[config.mk]
export PLATFORM = sky130hd
export DESIGN_NAME = mem_dump_reader
export DESIGN_NICKNAME = d
export VERILOG_FILES = /design/src/rtl/mem_dump_reader.sv
export SDC_FILE = /design/constraint.sdc
export NUM_CORES = 1
export LEC_CHECK = 0
export CAP_MARGIN = 20
export CORE_MARGIN = 2
export CORE_UTILIZATION = 47
export DETAILED_ROUTE_END_ITERATION = 8
export PLACE_DENSITY = 0.77
export SYNTH_ARGS = -nofsm -noshare
export SYNTH_HDL_FRONTEND = slang
export SYNTH_SLANG_ARGS = --single-unit
[constraint.sdc]
create_clock -name clk -period 5.9 [get_ports clk]
set_clock_uncertainty 0.2 [all_clocks]
set_input_delay 1.77 -clock clk [delete_from_list [all_inputs] [get_ports clk]]
set_output_delay 1.77 -clock clk [all_outputs]
set_load 0.02 [all_outputs]
[src/rtl/mem_dump_reader.sv]
// Readback engine for the unified instruction/data memory: while the CPU is halted it
// streams a host-selected address range out of memory port 1 as a valid/ready word stream.
module mem_dump_reader #(
  parameter int unsigned ADRS_W     = 11,
  parameter int unsigned DATA_W     = 32,
  parameter int unsigned FIFO_DEPTH = 2
) (
  input  logic              clk,
  input  logic              resetn,
  input  logic              cpu_en,
  input  logic              start,
  input  logic [ADRS_W-1:0] start_adrs,
  input  logic [ADRS_W:0]   length,
  output logic              busy,
  output logic              done,
  output logic              aborted,
  output logic [ADRS_W-1:0] mem_radrs,
  output logic              mem_r_en,
  input  logic [DATA_W-1:0] mem_rdata,
  output logic [DATA_W-1:0] dout,
  output logic [ADRS_W-1:0] dout_adrs,
  output logic              dout_valid,
  input  logic              dout_ready
);

  localparam int unsigned LEN_W = ADRS_W + 1;
  localparam int unsigned CNT_W = $clog2(FIFO_DEPTH + 1);
  localparam int unsigned IDX_W = (FIFO_DEPTH > 1) ? $clog2(FIFO_DEPTH) : 1;
  localparam int unsigned CRD_W = CNT_W + 1;

  typedef enum logic [1:0] {
    S_IDLE,
    S_READ,
    S_DRAIN,
    S_DONE
  } state_t;

  typedef struct packed {
    logic [ADRS_W-1:0] adrs;
    logic [DATA_W-1:0] data;
  } word_t;

  state_t            state, state_nxt;
  logic [LEN_W-1:0]  remaining, remaining_nxt;
  logic [ADRS_W-1:0] cur_adrs, cur_adrs_nxt;
  logic              busy_nxt, done_nxt, aborted_nxt;
  logic              issue_c, flush_c, credit_ok_c;
  logic              push_c, pop_c;
  logic              inflight;
  logic [ADRS_W-1:0] inflight_adrs;
  word_t             fifo_q [FIFO_DEPTH];
  logic [CNT_W-1:0]  fifo_count, fifo_count_nxt;
  logic [IDX_W-1:0]  push_idx_c;
  word_t             push_word_c;

  assign pop_c  = dout_valid & dout_ready;
  assign push_c = inflight;

  // A slot freed by this cycle's pop can be re-issued immediately, which keeps
  // the stream at one word per cycle with only two buffer entries.
  assign credit_ok_c = (CRD_W'(fifo_count) + CRD_W'(inflight))
                     < (CRD_W'(FIFO_DEPTH) + CRD_W'(pop_c));

  // Next-state and output decode.
  always_comb begin
    state_nxt     = state;
    remaining_nxt = remaining;
    cur_adrs_nxt  = cur_adrs;
    busy_nxt      = busy;
    done_nxt      = 1'b0;
    aborted_nxt   = 1'b0;
    issue_c       = 1'b0;
    flush_c       = 1'b0;

    case (state)
      S_IDLE: begin
        busy_nxt = 1'b0;
        if (start && !cpu_en) begin
          cur_adrs_nxt  = start_adrs;
          remaining_nxt = length;
          if (length == '0) begin
            state_nxt = S_DONE;
            done_nxt  = 1'b1;
          end else begin
            state_nxt = S_READ;
            busy_nxt  = 1'b1;
          end
        end
      end

      S_READ: begin
        if (cpu_en) begin
          state_nxt   = S_IDLE;
          flush_c     = 1'b1;
          busy_nxt    = 1'b0;
          aborted_nxt = 1'b1;
        end else if ((remaining != '0) && credit_ok_c) begin
          issue_c       = 1'b1;
          remaining_nxt = remaining - LEN_W'(1);
          cur_adrs_nxt  = cur_adrs + ADRS_W'(1);
          if (remaining == LEN_W'(1)) begin
            state_nxt = S_DRAIN;
          end
        end
      end

      S_DRAIN: begin
        if (cpu_en) begin
          state_nxt   = S_IDLE;
          flush_c     = 1'b1;
          busy_nxt    = 1'b0;
          aborted_nxt = 1'b1;
        end else if (!inflight &&
                     ((fifo_count == '0) || ((fifo_count == CNT_W'(1)) && pop_c))) begin
          state_nxt = S_DONE;
          busy_nxt  = 1'b0;
          done_nxt  = 1'b1;
        end
      end

      S_DONE: begin
        state_nxt = S_IDLE;
        busy_nxt  = 1'b0;
      end

      default: begin
        state_nxt = S_IDLE;
        busy_nxt  = 1'b0;
      end
    endcase
  end

  // Reset wins even in the cycle before its edge, so no read escapes.
  assign mem_r_en  = issue_c & ~resetn;
  assign mem_radrs = cur_adrs;

  // Control state, counters and the single read in flight.
  always_ff @(posedge clk) begin
    if (resetn) begin
      state         <= S_IDLE;
      remaining     <= '0;
      cur_adrs      <= '0;
      busy          <= 1'b0;
      done          <= 1'b0;
      aborted       <= 1'b0;
      inflight      <= 1'b0;
      inflight_adrs <= '0;
    end else begin
      state     <= state_nxt;
      remaining <= remaining_nxt;
      cur_adrs  <= cur_adrs_nxt;
      busy      <= busy_nxt;
      done      <= done_nxt;
      aborted   <= aborted_nxt;
      inflight  <= issue_c;
      if (issue_c) begin
        inflight_adrs <= cur_adrs;
      end
    end
  end

  assign fifo_count_nxt = fifo_count + CNT_W'(push_c) - CNT_W'(pop_c);
  assign push_idx_c     = IDX_W'(fifo_count - CNT_W'(pop_c));
  assign push_word_c    = '{adrs: inflight_adrs, data: mem_rdata};

  // Shift-down output buffer: entry 0 is always the head, so dout is a flop.
  always_ff @(posedge clk) begin
    if (resetn || flush_c) begin
      fifo_count <= '0;
      dout_valid <= 1'b0;
      for (int i = 0; i < int'(FIFO_DEPTH); i++) begin
        fifo_q[i] <= '0;
      end
    end else begin
      if (pop_c) begin
        for (int i = 0; i < int'(FIFO_DEPTH) - 1; i++) begin
          fifo_q[i] <= fifo_q[i+1];
        end
      end
      if (push_c) begin
        fifo_q[push_idx_c] <= push_word_c;
      end
      fifo_count <= fifo_count_nxt;
      dout_valid <= (fifo_count_nxt != '0);
    end
  end

  assign dout      = fifo_q[0].data;
  assign dout_adrs = fifo_q[0].adrs;

  // The credit rule must never let a push land on a full buffer.
  always_ff @(posedge clk) begin
    if (!resetn && !flush_c && push_c && !pop_c) begin
      assert (fifo_count < CNT_W'(FIFO_DEPTH));
    end
  end

endmodule

== Word level (Yosys, flattened, before mapping) ==
Memories as Yosys holds them, arrays and structs flattened.
Cells that the tools add are included.

* Add/sub/neg operators: 7
* Multiply operators: 0
* Divide/modulo/power cells: 0
* Magnitude comparators: 1
* Eq/ne operators: 12
* Shift-type cells: 0
* Multiplexer cells: 44
* Bitwise gates (word level): 4
* Reductions and logical operators: 19

{| class="wikitable"
|+ Operator list
! operator !! number
|-
| $mux 43 || 2
|-
| $reduce_or 43->1 || 1
|-
| $mux 12 || 3
|-
| $mux 11 || 3
|-
| $mux 1 || 24
|-
| $pmux 12 s2 || 1
|-
| $pmux 11 s2 || 1
|-
| $mux 2 || 7
|-
| $eq 12x1->1 const B || 1
|-
| $logic_not 12->1 || 1
|-
| $reduce_bool 12->1 || 1
|-
| $sub 12x1->12 const B || 1
|-
| $add 11x1->11 const B || 1
|-
| $ne 3x3->1 const B || 3
|-
| $ne 2x2->1 const B || 4
|-
| $pmux 2 s4 || 1
|-
| $reduce_and 4->1 || 2
|-
| $eq 2x1->1 const B || 2
|-
| $eq 2x2->1 const B || 2
|-
| $logic_and 1x1->1 || 4
|-
| $logic_not 2->1 || 2
|-
| $pmux 1 s4 || 1
|-
| $reduce_bool 2->1 || 2
|-
| $add 2x1->3 || 1
|-
| 13 further kinds || 16
|}

* Register bits after elaboration: 43
* Bits in latches: 0
* Bits in writable memories: 86
* ROM bits: 0
* Bits of input ports: 60
* Output and inout port bits: 59
* Word-level logic and storage cells: 98
* Memories kept: 1

{| class="wikitable"
|+ Memory list
! name !! depth !! width !! read ports !! clocked after memory_dff !! write ports !! RTL line !! text
|-
| fifo_q || 2 || 43 || 2 || 0 || 2 || 51 || <nowiki>word_t fifo_q [FIFO_DEPTH];</nowiki>
|}

== Depth between registers and ports, before layout ==
* Word-level depth: 8
* Depth in mapped cells: 9
* Mapped depth without buffers: 9

== Worst setup path after synthesis ==
No wires, ideal clock.

* Path type: input to register
* From: in resetn
* To: mem fifo_q[1][0] (netlist name), enable pin
* Library setup time: 0.503 ns
* Data arrival time: 5.358 ns
* Data required time: 5.197 ns
* Path slack: -0.161 ns
* Cell stages on the path: 4
* Path buffers: 1
* Cell sequence: clkbuf_1 > a21oi_1 > nand2_1 > o21ai_0

{| class="wikitable"
|+ RTL lines
! element !! RTL line !! text
|-
| from (decl) || 9 || <nowiki>input logic resetn,</nowiki>
|-
| to (decl) || 51 ||
|}

== Final worst setup path ==
* From: in cpu_en
* To: out mem_r_en

* Word-level cells in the longest chain between the ends: 3

{| class="wikitable"
|+ RTL lines
! element !! RTL line !! text
|-
| from (decl) || 10 || <nowiki>input logic cpu_en,</nowiki>
|-
| $mux 1 || 92 || <nowiki>if (cpu_en) begin</nowiki>
|-
| $mux 1 || 75 || <nowiki>case (state)</nowiki>
|-
| $and 1x1->1 || 134 || <nowiki>assign mem_r_en = issue_c & ~resetn;</nowiki>
|-
| to (decl) || 18 || <nowiki>output logic mem_r_en,</nowiki>
|}

Every way passes these cells.

==> results.cfg <==
[cts]
cts_tree = built
ctsHoldBuffers = 0
cts.sinks = 129
cts_resized = 0
clk_pin_slew_worst_paths_ps = 60
htree_levels = 4
root_buffer = clkbuf_16
cts_inserted_buffers = 17
clk_latency_ps = 400
cts_buffer_depth = 2
post_cts_buffers = 0

[global_route]
grt_max_degree = 87
antenna_found_initial = 0
grt_usage_pct = 19.5
overflow = 0
grt_pass1_vias = 4420
grt_pass1_wl_mm = 20.9

[routing]
routed_wirelength_mm = 13.0
firstDrtPassIters = 7
detailedRoute.firstIterationViolations = 370
dr_total_vias = 4619
drc = 0
wl_met2_mm = 6.28
top_layer = met4
wl_per_cell_um = 14.7
wl_met3_um = 890
met1Wirelength_mm = 5.68
via_per_inst = 5.24
ant_nets = 0

[placed_design]
place_hpwl_mm = 8.57
post-place-cells = 848
post-place-ws_ps = 236
place_area_um2 = 7320
place_congestion = 0.795
port_buffers = 118

[worst_setup_path]
criticalPathCategory = input port to output port
cp-end-kind = output port
critPathMaxFanout = 5
crit_arrival_ps = 3730
required_ps = 3930
start_kind = input port

[floorplan]
io_pins = 119
initial_core_util_pct = 47.8
dieHeight_um = 117
dieArea_um2 = 13700
die_width_um = 117
rows = 41
coreArea_um2 = 12500

[hold_path]
worstHoldPathType = flop to flop

[status]
outcome = finished, final reports clean

[sta]
max_freq_mhz = 175
period_share_pct = 96.6
finalHoldViolations = 0
rsz0062_at_grt = no
setup_slack_ps = 201
period_needed_ps = 5700
worstMarginPinSlew_ps = 933
setup_violations = 0
finalSetupTns_ps = 0
slew_headroom_pct = 37.7
drv_slew = 0

[final_layout]
multi_input_area_um2 = 2350
synthToLayoutAreaGrowth_pct = 33.3
finalNetCount = 768
layout_common_cells = clkdlybuf4s50_1, nand2_1, edfxtp_1, o21ai_0, and2_1
fill_cells = 1017
stdcell_area_um2 = 7980
final_common_cell = clkdlybuf4s50_1
diodes = 0
layout-drive-gt1-share_pct = 8.45
instances_no_fill = 882
seqCellArea_um2 = 3440

[logic_synthesis]
synthCells = 584
synth.avg_cell_area_um2 = 10.2
synth_nets = 655
ys_warn_count = 0
syn_area_um2 = 5980
seq_area_frac_synth_pct = 57.5
ys_ff_latch = 129
ys_types = 51
synth-main-ff-cell = edfxtp_1
synth-edff-count = 86
synthArstFlopShare_pct = 0

[pwr]
p_leak_nw = 2.91
powerDensity_nw_per_um2 = 447
peakVddDrop_v = 0.000212

[run]
max_cap_viol_count = 0
-- Yosys cell counts (all sizes together) (2+ instances only) --
cell    count  share of area, %
or2         7              0.73
buf        10               1.4
and2       46               4.8
nand3b      3              0.38
mux2i      18               3.0
a31oi       4              0.42
o32ai       8               1.2
xnor2       3              0.44
o31ai       2              0.33
o211ai      4              0.50
nor2b      15               1.6
or3         3              0.31
o31a        5              0.73
a21boi      4              0.50
nand3       5              0.42
dfxtp      43                14
a21oi      28               2.4
nor3        6              0.50
nand4       2              0.21
mux2        2              0.38
nor2       36               2.3
inv        12              0.75
edfxtp     86                43
or3b        2              0.29
nand2b      2              0.21
nor4        6              0.88
a211oi      2              0.25
clkbuf     25               1.6
o21ai      61               5.1
nand2     111               7.0
ha         11               2.3
-- worst max-delay path, cell delays in order --
cell	delay (ps)
clkdlybuf4s50_1	480
nor2b_1	210
o211ai_1	160
or2_1	260
nor2_1	200
clkdlybuf4s50_1	640
-- metrics by stage --
| stage | total power (W) | util [%] | hold slack, ps |
|---|---|---|---|
| 2_1_floorplan | 0.00204 | - | 258 |
| 3_3_place_gp | 0.00240 | 58.4 | 272 |
| 3_5_place_dp | 0.00245 | 58.4 | 283 |
| 4_1_cts | 0.00357 | 63.6 | 292 |
| 5_1_grt | 0.00375 | 63.7 | 324 |
| 6_report | 0.00357 | 63.7 | 286 |
-- where the power goes --
| part | internal [W] | leakage [nW] | switching, W |
|---|---|---|---|
| Clock | 0.000746 | 0.300 | 0.000380 |
| Combinational | 0.000489 | 1.36 | 0.000627 |
| Sequential | 0.00121 | 1.26 | 0.000114 |
| Total | 0.00245 | 2.91 | 0.00112 |
-- cell families after synthesis --
group                      synth area share (%)
AOI/OAI and AO/OA                          12.3
xor gates and xnor gates                  0.439
adders and majority gates                  2.30
buffers and inverters                      3.76
DFF                                        57.5
muxes                                      3.39
and+or+nand+nor                            20.3
-- per-layer routing --
layer  vias up  track usage, %
li1       2286               -
met1      2152            25.4
met2       169            32.6
met3        12            4.07
met4         0            6.90
met5         -               0
-- state kept, by name (all words and copies together) (netlist names) --
register	flops
state	2
dout_valid	1
fifo_count	2
mem_radrs	11
busy	1
inflight	1
remaining	12
done	1
inflight_adrs	11
fifo_q	86
aborted	1
-- final cells by class --
type                    instances  area share [%]
clock inverters                15            2.70
clock buffers                  17            5.33
inverters                      13           0.612
repair buffers                129            16.1
well taps                     172            2.70
flip-flops and latches        129            43.2
multi-input cells             407            29.4
-- worst paths after layout --
check,startpoint,end,slack (ps),depth (start not counted)
hold / removal,busy,busy,290,2
setup reg to reg,state[0],fifo_q[0][5],2740,7
hold reg to reg,busy,busy,290,2
setup / recovery,cpu_en,mem_r_en,200,6
No activity file was read; power rests on OpenSTA's default activity.
==> edit 1 (config.mk and constraints unchanged) <==
`cur_adrs` no longer has a reset.
--- a/src/rtl/mem_dump_reader.sv
+++ b/src/rtl/mem_dump_reader.sv
@@ -139,7 +139,6 @@
     if (resetn) begin
       state         <= S_IDLE;
       remaining     <= '0;
-      cur_adrs      <= '0;
       busy          <= 1'b0;
       done          <= 1'b0;
       aborted       <= 1'b0;
@@ -148,7 +147,6 @@
     end else begin
       state     <= state_nxt;
       remaining <= remaining_nxt;
-      cur_adrs  <= cur_adrs_nxt;
       busy      <= busy_nxt;
       done      <= done_nxt;
       aborted   <= aborted_nxt;
@@ -159,6 +157,10 @@
     end
   end
 
+  always_ff @(posedge clk) begin
+    cur_adrs <= cur_adrs_nxt;
+  end
+
   assign fifo_count_nxt = fifo_count + CNT_W'(push_c) - CNT_W'(pop_c);
   assign push_idx_c     = IDX_W'(fifo_count - CNT_W'(pop_c));
   assign push_word_c    = '{adrs: inflight_adrs, data: mem_rdata};
Function: changed (a bounded check fails within 4 cycles, from zero or initial values and one cycle with resetn high).
==> edit 1 against the original RTL <==
- non-clock buffer count decreased by 1
- setup slack gained 210 ps
- total power grew 9.2%
- global-route usage down 0.83 points
- final area down 1.2%
- sequential cell count unchanged
- register-to-register slack worse by 100 ps
- routed wire length decreased by 5.3%
- area after synthesis is 0.92% lower
- worst hold slack improved by 1.7 ps
- die area down 0.89%
- largest power group unchanged
- highest routed layer unchanged
==> edit 1: results (changes against the original RTL) <==
Routed vias - 4299 (-6.9%)
Share of layout cells above drive strength 1 - 0.0916 (+0.00707)
Endpoint of the worst register-to-register path - mem_radrs[8]$_DFFE_PP_
Critical path arrival - 3520 ps (-210 ps)
Via count of the first global-routing pass - 4252 (-3.8%)
Highest net fanout along the worst path - 3 (-2)
Met1 GRT Util - 0.240 (-0.0143)
Max incr delay on CP - 610 ps (-30 ps)
Static power due to leakage - 2.89 nW (-0.89%)
Timing startpoint of the critical path - dout_ready
Number of non-clock buffers in the layout - 128 (-0.78%)
Final weighted congestion of routability-driven global placement - 0.819 (+3.1%)
Met2 capacity usage during global routing - 0.305 (-0.0214)
Placed Cells - 817 (-3.7%)
Combined area of the multi-input logic cells - 2240 sq um (-4.7%)
Wire length on met3 - 764 um (-14%)
Register-to-register setup slack - 2640 ps (-100 ps)
Post-synthesis instance area - 5930 sq um (-0.92%)
Most numerous cell types in the synthesized netlist - 98 x sky130_fd_sc_hd__nand2_1, 97 x sky130_fd_sc_hd__edfxtp_1, 47 x sky130_fd_sc_hd__and2_1
Seq area share - 0.451 (+0.0193)
Post-placement worst setup slack - 423 ps (+187 ps)
GR met3 Demand/Resource - 0.0576 (+0.0169)
Final core occ - 0.632 (-0.00511)
Area share of buffers outside the clock network - 0.159 (-0.00121)
Area share of xor/xnor cells in the synthesized design - 0.0177 (+0.0133)
Placement Cell Area - 7290 sq um (-0.39%)
Detail Placement HPWL - 8.32 mm (-2.8%)
Number of enable-type register cells in the synthesized netlist - 97 (+13%)
Critical hold path startpoint - remaining[11]$_SDFFE_PP0P_
Global-route wire length before repair - 19.7 mm (-5.5%)
Starting DRC count in detailed routing - 361 (-2.4%)
Peak VDD IR - 269 uV (+27%)
Fillers - 987 (-2.9%)
Worst hold slack - 287 ps (+1.68 ps)
Worst min-delay path endpoint - remaining[11]$_SDFFE_PP0P_
Met2 routed WL - 5.81 mm (-7.5%)
Total sequential power - 0.00148 W (+11%)
Layout multi-input combinational cell count - 381 (-6.4%)
Synthesized netlist net count - 619 (-5.5%)
Inverters excl. clock - 7 (-6)
Run status - finished, final reports clean
Router iterations before antenna repair - 5 (-2)
Largest net degree at the start of global routing - 49 (-44%)
Routed length on met1 - 5.57 mm (-1.9%)
Share of final layout cell area taken by clock buffers and inverters - 0.0753 (-0.00505)
Total clock network power - 0.00104 W (-8%)
[edit 1: changes by cell type in the layout (fill, tap and decap cells not counted), moves of 5 or more]
cell / before / now
sky130_fd_sc_hd__nand2_1: 111 / 98
sky130_fd_sc_hd__dfxtp_1: 43 / 32
sky130_fd_sc_hd__edfxtp_1: 86 / 97
sky130_fd_sc_hd__o21ai_0: 50 / 40
sky130_fd_sc_hd__nand3_1: 5 / 12
sky130_fd_sc_hd__nor2b_1: 14 / 7
sky130_fd_sc_hd__xor2_1: 0 / 7
sky130_fd_sc_hd__inv_1: 12 / 6
sky130_fd_sc_hd__nor2_1: 34 / 40
sky130_fd_sc_hd__a21oi_1: 27 / 22
sky130_fd_sc_hd__a21oi_2: 1 / 6
sky130_fd_sc_hd__o32ai_1: 8 / 3
==> edit 2 (config.mk and constraints unchanged) <==
Made on the original files. Set the parameter `DATA_W` to 36 (it was 32).
--- a/src/rtl/mem_dump_reader.sv
+++ b/src/rtl/mem_dump_reader.sv
@@ -2,7 +2,7 @@
 // streams a host-selected address range out of memory port 1 as a valid/ready word stream.
 module mem_dump_reader #(
   parameter int unsigned ADRS_W     = 11,
-  parameter int unsigned DATA_W     = 32,
+  parameter int unsigned DATA_W     = 36,
   parameter int unsigned FIFO_DEPTH = 2
 ) (
   input  logic              clk,
Ports: changed (resized dout and mem_rdata); port bits go from 119 to 127. The function was not compared with the original's and may differ.
==> edit 2 against the original RTL <==
- sequential cell count increased by 8
- core utilization shrank 0.49 points
- setup slack better by 180 ps
- total power is 5.0% higher
- sequential share of layout area is 1.2 points higher
- synthesized cell count is 2.7% higher
- area after synthesis rose by 4.6%
- routed wire length is 5.5% higher
- final area is 4.2% higher
- highest routed layer unchanged
==> edit 2: results (changes against the original RTL) <==
Vias/cell - 5.33 (+1.8%)
Count of buffers added by post-CTS timing repair for setup - 0 (unchanged)
Global-route wire length before repair - 22.1 mm (+6.2%)
Router iterations before antenna repair - 4 (-3)
Share of synthesized registers carrying an async set or reset - 0 (unchanged)
Cell types with the largest area share after synthesis - sky130_fd_sc_hd__edfxtp_1 45%, sky130_fd_sc_hd__dfxtp_1 14%, sky130_fd_sc_hd__nand2_1 7.3%, sky130_fd_sc_hd__and2_1 5.0%, sky130_fd_sc_hd__o21ai_0 4.8%
Max incr delay on CP - 640 ps (about the same)
Buffer depth of the longest clock path - 2 (unchanged)
Post-synthesis average cell area - 10.4 sq um (+1.8%)
Number of H-tree levels - 4 (unchanged)
Critical path arrival - 3550 ps (-180 ps)
Register-to-register setup slack - 2740 ps (about the same)
Final weighted congestion of routability-driven global placement - 0.791 (-0.45%)
Peak VDD IR - 232 uV (+9.4%)
Post-synthesis cell type count - 54 (+5.9%)
Sequential share of the synthesized area - 0.588 (+0.0131)
Detail Placement HPWL - 9.11 mm (+6.3%)
Number of enable-type register cells in the synthesized netlist - 94 (+9.3%)
CTS Root Buffer Type - sky130_fd_sc_hd__clkbuf_16
Total of buffers placed on input and output ports - 126 (+6.8%)
Switching power - 0.00121 W (+8.1%)
Max-Slew Margin vs Limit - 0.320 (-0.0561)
Largest registers - fifo_q x94, remaining x12
Number of nets in the layout - 793 (+3.3%)
Cell with the largest stage delay on the worst path - sky130_fd_sc_hd__clkdlybuf4s50_1
Synthesized netlist net count - 675 (+3.1%)
Wire length per cell - 15.1 um (+2.6%)
Clock latency on the worst-skew pair - 410 ps
Number of diodes added for antenna fixing - 0 (unchanged)
Routed vias - 4835 (+4.7%)
Run status - finished, final reports clean
Via count of the first global-routing pass - 4519 (+2.2%)
Type of the tightest min-delay check - register to register
Largest net degree at the start of global routing - 95 (+9.2%)
Clk slew on worst S/H paths - 60 ps (about the same)
Fillers - 1041 (+2.4%)
Gates resized, CTS repair - 0 (unchanged)
Critical path's top delay family - buffers and inverters
Most numerous cell types in the synthesized netlist - 121 x sky130_fd_sc_hd__nand2_1, 94 x sky130_fd_sc_hd__edfxtp_1, 60 x sky130_fd_sc_hd__o21ai_0
Total GRT Usage - 0.196 (+0.000708)
Static power due to leakage - 3.05 nW (+4.5%)
Share of layout cells above drive strength 1 - 0.0739 (-0.0106)
Starting DRC count in detailed routing - 551 (+49%)
Placed Cells - 875 (+3.2%)
Dominant synthesized flop cell - sky130_fd_sc_hd__edfxtp_1
Number of antenna violations at the first check in global routing - 0 (unchanged)
Inserted Clock Buffers - 17 (unchanged)
Synthesis warning total - 0 (unchanged)
Highest net fanout along the worst path - 3 (-2)
edit 2: path summary, 6_finish.rpt:
check                                to  cells after the start                  startpoint
min reg2reg  remaining[11]$_SDFFE_PP0P_                      2  remaining[11]$_SDFFE_PP0P_
min          remaining[11]$_SDFFE_PP0P_                      2  remaining[11]$_SDFFE_PP0P_
max reg2reg     fifo_q[0][35]$_DFFE_PP_                      7       state[0]$_SDFFE_PP0P_
max                            mem_r_en                      6                  dout_ready
edit 2: kinds of logic after synthesis:
group | after synthesis | share of synthesized area
AND/OR/NAND/NOR | 262 | 0.202
flip-flops | 137 | 0.588
AO/OA/AOI/OAI | 126 | 0.124
buffers and inverters | 45 | 0.0340
multiplexers | 15 | 0.0242
adder cells (fa/ha/maj) | 11 | 0.0220
XOR/XNOR | 4 | 0.00560
edit 2: final cells by class:
cell class	instances	area share
Tap cell	176	0.0265
Clock buffer	19	0.0521
Timing Repair Buffer	136	0.162
Inverter	8	0.00361
Sequential cell	137	0.443
Multi-Input combinational cell	418	0.288
Clock inverter	13	0.0241
edit 2: worst register-to-register path, delay by kind of cell, from the launching register on:
family	cells	cell delay (ps)
flip-flops	1	370
adder cells (fa/ha/maj)	1	320
buffers and inverters	2	710
AO/OA/AOI/OAI	2	790
AND/OR/NAND/NOR	2	460
edit 2: per-stage QoR:
stage	area, sq um	setup WS [ps]	hold WS [ps]
3_3_place_gp	7670	362	251
2_1_floorplan	6260	769	239
5_1_grt	8310	265	293
3_5_place_dp	7670	352	261
4_1_cts	8310	343	268
6_report	8310	383	275
edit 2: power groups by stage:
| stage | registers [W] | logic, W | clock network [W] |
|---|---|---|---|
| 2_1_floorplan | 0.00158 | 0.000606 | 0 |
| 3_3_place_gp | 0.00142 | 0.00116 | 0 |
| 3_5_place_dp | 0.00143 | 0.00120 | 0 |
| 4_1_cts | 0.00141 | 0.00120 | 0.00116 |
| 5_1_grt | 0.00144 | 0.00130 | 0.00119 |
| 6_report | 0.00141 | 0.00120 | 0.00114 |
edit 2: metal layers:
| metal | share of wire | vias to the layer above | track usage |
|---|---|---|---|
| li1 | - | 2377 | - |
| met1 | 0.44 | 2222 | 0.262 |
| met2 | 0.47 | 213 | 0.309 |
| met3 | 0.074 | 23 | 0.0474 |
| met4 | 0.018 | 0 | 0.0801 |
| met5 | 0 | - | 0 |
